===== src/rtl/req_arbiter_8_pkg.sv =====
// Shared definitions for the 8-way fixed-priority request arbiter.
package req_arbiter_8_pkg;

  localparam int unsigned NUM_REQ = 8;
  localparam int unsigned ID_W    = 3;

  typedef enum logic {
    IDLE  = 1'b0,
    GRANT = 1'b1
  } arb_state_e;

endpackage


===== src/rtl/prio_enc_8.sv =====
// 8-to-3 priority encoder: highest set index wins, all-zero input encodes to 0.
module prio_enc_8
  import req_arbiter_8_pkg::*;
(
  input  logic [NUM_REQ-1:0] req,
  output logic [ID_W-1:0]    idx,
  output logic               any
);

  // Ascending scan lets the highest set bit overwrite lower ones.
  always_comb begin
    idx = '0;
    any = |req;
    for (int unsigned i = 0; i < NUM_REQ; i++) begin
      if (req[i]) idx = ID_W'(i);
    end
  end

endmodule


===== src/rtl/req_arbiter_8.sv =====
// 8-way fixed-priority arbiter with hold-until-release grants and a dead cycle.
// Define ARB_TIMEOUT_EN to build in the HOLD_MAX starvation guard (tmo / blocked).
module req_arbiter_8
  import req_arbiter_8_pkg::*;
#(
  parameter int unsigned HOLD_MAX = 16
)
(
  input  logic                clk,
  input  logic                rst,
  input  logic [NUM_REQ-1:0]  req,
  output logic [NUM_REQ-1:0]  gnt,
  output logic [ID_W-1:0]     gnt_id,
  output logic                gnt_valid,
  output logic                tmo
);

  arb_state_e          state;
  logic [NUM_REQ-1:0]  blocked;
  logic [NUM_REQ-1:0]  eff_req;
  logic [ID_W-1:0]     next_owner;
  logic                eff_any;
  logic                hold_expire;

  assign eff_req = req & ~blocked;

  prio_enc_8 u_prio_enc (
    .req (eff_req),
    .idx (next_owner),
    .any (eff_any)
  );

`ifdef ARB_TIMEOUT_EN
  logic [7:0] hold_cnt;
  logic       tmo_r;

  assign hold_expire = (hold_cnt == 8'(HOLD_MAX - 1));
  assign tmo         = tmo_r;

  // A release on the limit edge wins over the timeout: only a still-held owner is blocked.
  always_ff @(posedge clk) begin
    if (rst) begin
      hold_cnt <= '0;
      blocked  <= '0;
      tmo_r    <= 1'b0;
    end else begin
      tmo_r   <= 1'b0;
      blocked <= blocked & req;
      if (state == IDLE) begin
        hold_cnt <= '0;
      end else if (req[gnt_id]) begin
        if (hold_expire) begin
          tmo_r           <= 1'b1;
          blocked[gnt_id] <= 1'b1;
        end else begin
          hold_cnt <= hold_cnt + 8'd1;
        end
      end
    end
  end
`else
  assign hold_expire = 1'b0;
  assign blocked     = '0;
  assign tmo         = 1'b0;
`endif

  // gnt_id doubles as the owner register while in GRANT.
  always_ff @(posedge clk) begin
    if (rst) begin
      state     <= IDLE;
      gnt       <= '0;
      gnt_id    <= '0;
      gnt_valid <= 1'b0;
    end else begin
      case (state)
        IDLE: begin
          if (eff_any) begin
            state             <= GRANT;
            gnt               <= '0;
            gnt[next_owner]   <= 1'b1;
            gnt_id            <= next_owner;
            gnt_valid         <= 1'b1;
          end
        end
        GRANT: begin
          if (!req[gnt_id] || hold_expire) begin
            state     <= IDLE;
            gnt       <= '0;
            gnt_id    <= '0;
            gnt_valid <= 1'b0;
          end
        end
        default: begin
          state     <= IDLE;
          gnt       <= '0;
          gnt_id    <= '0;
          gnt_valid <= 1'b0;
        end
      endcase
    end
  end

endmodule


===== config.mk =====
export PLATFORM = sky130hd
export DESIGN_NAME = req_arbiter_8
export DESIGN_NICKNAME = d
export VERILOG_FILES = /design/src/rtl/req_arbiter_8_pkg.sv /design/src/rtl/prio_enc_8.sv /design/src/rtl/req_arbiter_8.sv
export SDC_FILE = /design/constraint.sdc
export NUM_CORES = 1
export LEC_CHECK = 0
export BUFFER_PORTS_ARGS = -buffer_cell sky130_fd_sc_hd__buf_2
export CAP_MARGIN = 30
export CORE_UTILIZATION = 49
export CTS_CLUSTER_SIZE = 40
export DETAILED_ROUTE_END_ITERATION = 10
export PLACE_DENSITY = 0.76
export SKIP_LAST_GASP = 1
export SLEW_MARGIN = 20
export SYNTH_ARGS = -nofsm -noshare
export SYNTH_HDL_FRONTEND = slang
export SYNTH_SLANG_ARGS = --single-unit

===== constraint.sdc =====
create_clock -name clk -period 2.3 [get_ports clk]
set_input_delay 0.69 -clock clk [delete_from_list [all_inputs] [get_ports clk]]
set_output_delay 0.69 -clock clk [all_outputs]
set_load 0.05 [all_outputs]

After elaboration in Yosys (flattened, before gate mapping). Cells that the tools add are included.

Shift operators: 0. Reductions and logical operators: 3. Multiply operators: 0. Add/subtract/negate cells: 0. Magnitude comparators: 3. Div/mod/pow operators: 0. Equality and inequality tests: 2. Multiplexer cells: 23. Bitwise operators: 1.

Operators by type and width (number): 3-bit two-way mux (6); 8-bit two-way mux (2); 8-bit case mux with 2 select lines (1); 3-bit by 4-bit less-than comparator with 1-bit output, second input constant (2); 8-bit OR reduction (1); 1-bit two-way mux (7); 3-bit case mux with 2 select lines (1); 2-bit two-way mux (2); 2-bit != test, second input constant (2); 1-bit case mux with 2 select lines (2); 1-bit binary-select mux with 3-bit select (1); 1-bit demux with 3-bit select (1); 3-bit by 1-bit greater-or-equal comparator with 1-bit output, second input constant (1); 2-bit AND reduction (1); 1-bit logical AND (1); 1-bit inverter (1).

Bits of input ports: 10. Bits in registers: 13. Bits in latches: 0. ROM bits: 0. Output and inout bits: 13. Memories kept: 0. Memory bits (writable): 0.

Longest topological paths before layout.
Depth in word-level cells: 13. Mapped depth: 5. Mapped depth without buffers: 4.

Cells and area by module. Synthesis repeated with hierarchy kept, for this count alone.

Cells, all modules: 98. Area total of the unflattened synthesis: 819.5 um^2.

By module, submodules not included: req_arbiter_8 (times used 1, cells an instance 86, area each 753.2 um^2, sequential area each 260.2 um^2); prio_enc_8 (times used 1, cells an instance 12, area each 66.3 um^2, sequential area each 0.0 um^2).

Worst setup path after synthesis. No wires, ideal clock.

Path kind: in2reg. Start point: input req[4]. End point: register gnt[2]. Arrival time: 1.914 ns. Stages on the path: 5. Data required time: 2.220 ns. Setup slack: 0.306 ns. Path buffers: 1. Cells stage by stage: or4_4 > nor4_4 > buf_6 > a31oi_2 > a211oi_2.

Longest elaborated chain between the ends: 10.

Ends and longest elaborated chain: start, declared (RTL line req_arbiter_8.sv:11) `input logic [NUM_REQ-1:0] req,`; 3-bit two-way mux (4 in a row) (RTL line prio_enc_8.sv:15) `if (req[i]) idx = ID_W'(i);`; 3-bit by 4-bit less-than comparator with 1-bit output (implied by the code) / 3-bit by 1-bit greater-or-equal comparator with 1-bit output (equally long branches) (RTL line req_arbiter_8.sv:80) `gnt[next_owner] <= 1'b1;`; 1-bit logical AND (implied by the code) (RTL line req_arbiter_8.sv:80); 1-bit two-way mux (implied by the code) (RTL line req_arbiter_8.sv:80); 1-bit demux with 3-bit select (RTL line req_arbiter_8.sv:80); 8-bit two-way mux (RTL line req_arbiter_8.sv:77) `if (eff_any) begin`; 8-bit case mux with 2 select lines (RTL line req_arbiter_8.sv:75) `case (state)`; end signal, assigned (RTL line req_arbiter_8.sv:79) `gnt <= '0;`; end signal, assigned by index (RTL line req_arbiter_8.sv:80); end signal, assigned (RTL line req_arbiter_8.sv:88) `gnt <= '0;`; end, declared (RTL line req_arbiter_8.sv:12) `output logic [NUM_REQ-1:0] gnt,`.

Parallel ways exist; a longest one is shown, timed or not. The select of a mux whose other input is x is not followed. A chain may end at the register's enable or synchronous reset.

Final worst setup path.
Start point: input req[5]. End point: register gnt[0].

Longest elaborated chain between the ends: 9.

Ends and longest elaborated chain (RTL line): 3-bit two-way mux (3 in a row) (prio_enc_8.sv:15); 3-bit by 4-bit less-than comparator with 1-bit output (implied by the code) / 3-bit by 1-bit greater-or-equal comparator with 1-bit output (equally long branches) (req_arbiter_8.sv:80); 1-bit logical AND (implied by the code) (req_arbiter_8.sv:80); 1-bit two-way mux (implied by the code) (req_arbiter_8.sv:80); 1-bit demux with 3-bit select (req_arbiter_8.sv:80); 8-bit two-way mux (req_arbiter_8.sv:77); 8-bit case mux with 2 select lines (req_arbiter_8.sv:75).

Parallel ways exist; a longest one is shown, timed or not. The select of a mux whose other input is x is not followed.

==> reports/metrics.cfg <==
[pwr]
p_leak_nw=0.389
powerDensity_mw_per_mm2=573
power.total_w=0.000555
vdd.ir_drop.worst_mv=0.273

[synthesis]
netlist_area_um2=803
synth_top_area_cell=dfxtp_1
yosys_register_bits=13
synth-seq-area-share_pct=32.4
yosys_warnings=0
synthTopCellsByArea=dfxtp_1, a211oi_2, a21oi_1
yosys-top-cells-count=dfxtp_1, nor2_1, a21oi_1, a211oi_2, inv_1
synth_top_area_share_pct=32.4
yosysUniqueCellTypes=37
async_reset_ff_share_pct=0
synthCells=85
yosysMostFrequentCell=dfxtp_1
synthesis.nets=95
synth_ff_type=dfxtp_1
synth_edf_count=0
syn_avg_cell_area_um2=9.45

[clocking]
clockBufferDepth=2
htreeDepth=1
postCtsHoldBufs=0
cts_resized=0
cts_tree=yes
path_clk_slew_ns=0.09
clock_sinks=13
cts_root_buffer=clkbuf_4
cts_setup_buffers=0
cts_inserted_buffers=3
insertion_delay_ns=0.28

[routing]
drtAntennaViolNets=0
drt-initial-drc-count=8
avgViaCountPerCell=6.02
routed_wl_um=1790
post_drt_wl_per_cell_um=13.9
drt-pass1-iter-count=4
vias=776
drc=0

[global_route]
grt-ovfl-total=0
grt_pass1_wl_um=3060
grt_usage_pct=22.6
grt_pass1_vias=742
grt_max_degree=18
antenna_found_initial=0

[timing]
tightestPinTransition_ns=0.656
period_needed_ns=2.05
max_freq_ghz=0.487
final_hold_viol_count=0
relSlewSlack_pct=55.7
fin_skew_ns=0.0119
finalSetupTns_ns=0
setup_viol=0
finalMaxSlewViolations=0
finalCritPeriodShare_pct=89.3
layout_setup_ws_ns=0.246
rsz0062_at_grt=false

[place]
place_congestion=0.894
place_area_um2=937
io_buffers=21
dp_slack_ns=-0.0159
dp_hpwl_um=1310

[setup_path]
critPathSlowestCell=or4_4
crit_path_end=gnt[0]
worstPathRequired_ns=2.48
crit_start=req[5]
cp-start-kind=input port
criticalPathCategory=in2reg
r2r-start=gnt_id[1]
path_max_fanout=7
regToRegSetupSlack_ns=0.66
endpoint_kind=flip-flop
crit_chain=buf_2, or4_4, nor4_4, buf_4, a31oi_1, a211oi_1
r2r_end=gnt[1]
reg2regPathDepth=5
cp.arrival_ns=2.24
cpPeakStageDelay_ns=0.57

[floorplan]
start_util_pct=52.7
fp.dieW_um=42.5
fp.dieH_um=42.5
boundaryPins=23
core_area_mm2=0.00152
dieArea_mm2=0.00181
rows=14

[layout]
area_growth_pct=20.4
nFillCells=130
drive_gt1_share_pct=42.5
layout.nets=124
final_area_um2=967
num_antenna_cells=0

[run]
drv_cap=0

[hold_path]
hp-class=reg2reg
hold_path_depth=2

[outcome]
status=complete, no violations

[worst max-delay path, delay by kind of cell]
family	cells	cell delay [ns]
compound gates	2	0.31
buf+inv	2	0.34
simple gates	2	0.89
[state kept, by name (all words and copies together), names as in the netlist]
register / count
state: 1
gnt: 8
gnt_valid: 1
gnt_id: 3
[power breakdown]
group	switching (W)	total, W	internal [W]
clock	0.0000745	0.000142	0.0000671
combinational	0.000104	0.000161	0.0000575
sequential	0.0000145	0.000252	0.000237
[worst min-delay path by stage]
stage                endpoint       from  slack, ns
floorplan           gnt_valid      state       0.61
detailed placement  gnt_valid  gnt_valid       0.47
CTS                 gnt_valid  gnt_valid       0.48
global placement    gnt_valid  gnt_valid       0.46
global route        gnt_valid  gnt_valid       0.51
finish              gnt_valid  gnt_valid       0.47
[cell families after synthesis]
kind of cell / after synthesis / synth area share [%]
AOI/OAI and AO/OA: 30 / 30.7
buffers and inverters: 10 / 7.79
muxes: 3 / 5.92
other: 1 / 0.467
and+or+nand+nor: 28 / 22.7
DFF: 13 / 32.4
[final cells by class]
type,instances,area (um^2),area share (%)
multi-input cells,62,480,49.7
flip-flops and latches,13,260,26.9
repair buffers,29,161,16.7
well taps,16,20.0,2.07
inverters,5,18.8,1.94
clock buffers,4,26.3,2.72
[metal layers]
metal / global-route usage (%) / wire, um
met3: 5.17 / 83
met4: 10.0 / 25
met2: 37.5 / 888
met1: 27.7 / 796
met5: 0 / 0
[layout by cell type (no fill, tap or decap), types with 2 or more instances in the layout]
| cell | instances |
|---|---|
| or2_2 | 2 |
| clkbuf_1 | 2 |
| nor2_1 | 10 |
| clkbuf_4 | 3 |
| buf_4 | 7 |
| a31oi_1 | 3 |
| buf_2 | 21 |
| o221ai_1 | 2 |
| inv_1 | 5 |
| a21oi_1 | 8 |
| dfxtp_1 | 13 |
| o31ai_1 | 3 |
| nand2b_1 | 3 |
| a211oi_2 | 7 |
| nand3b_1 | 2 |
[stage by stage]
step / util [%] / cells / hold slack [ns]
floorplan: - / 85 / 0.606
CTS: 63.2 / 128 / 0.478
detailed placement: 61.5 / 124 / 0.466
global route: 63.5 / 129 / 0.509
finish: 63.5 / 129 / 0.469
global placement: 61.5 / 124 / 0.460
Note: power is estimated with default switching activity, not from simulation.
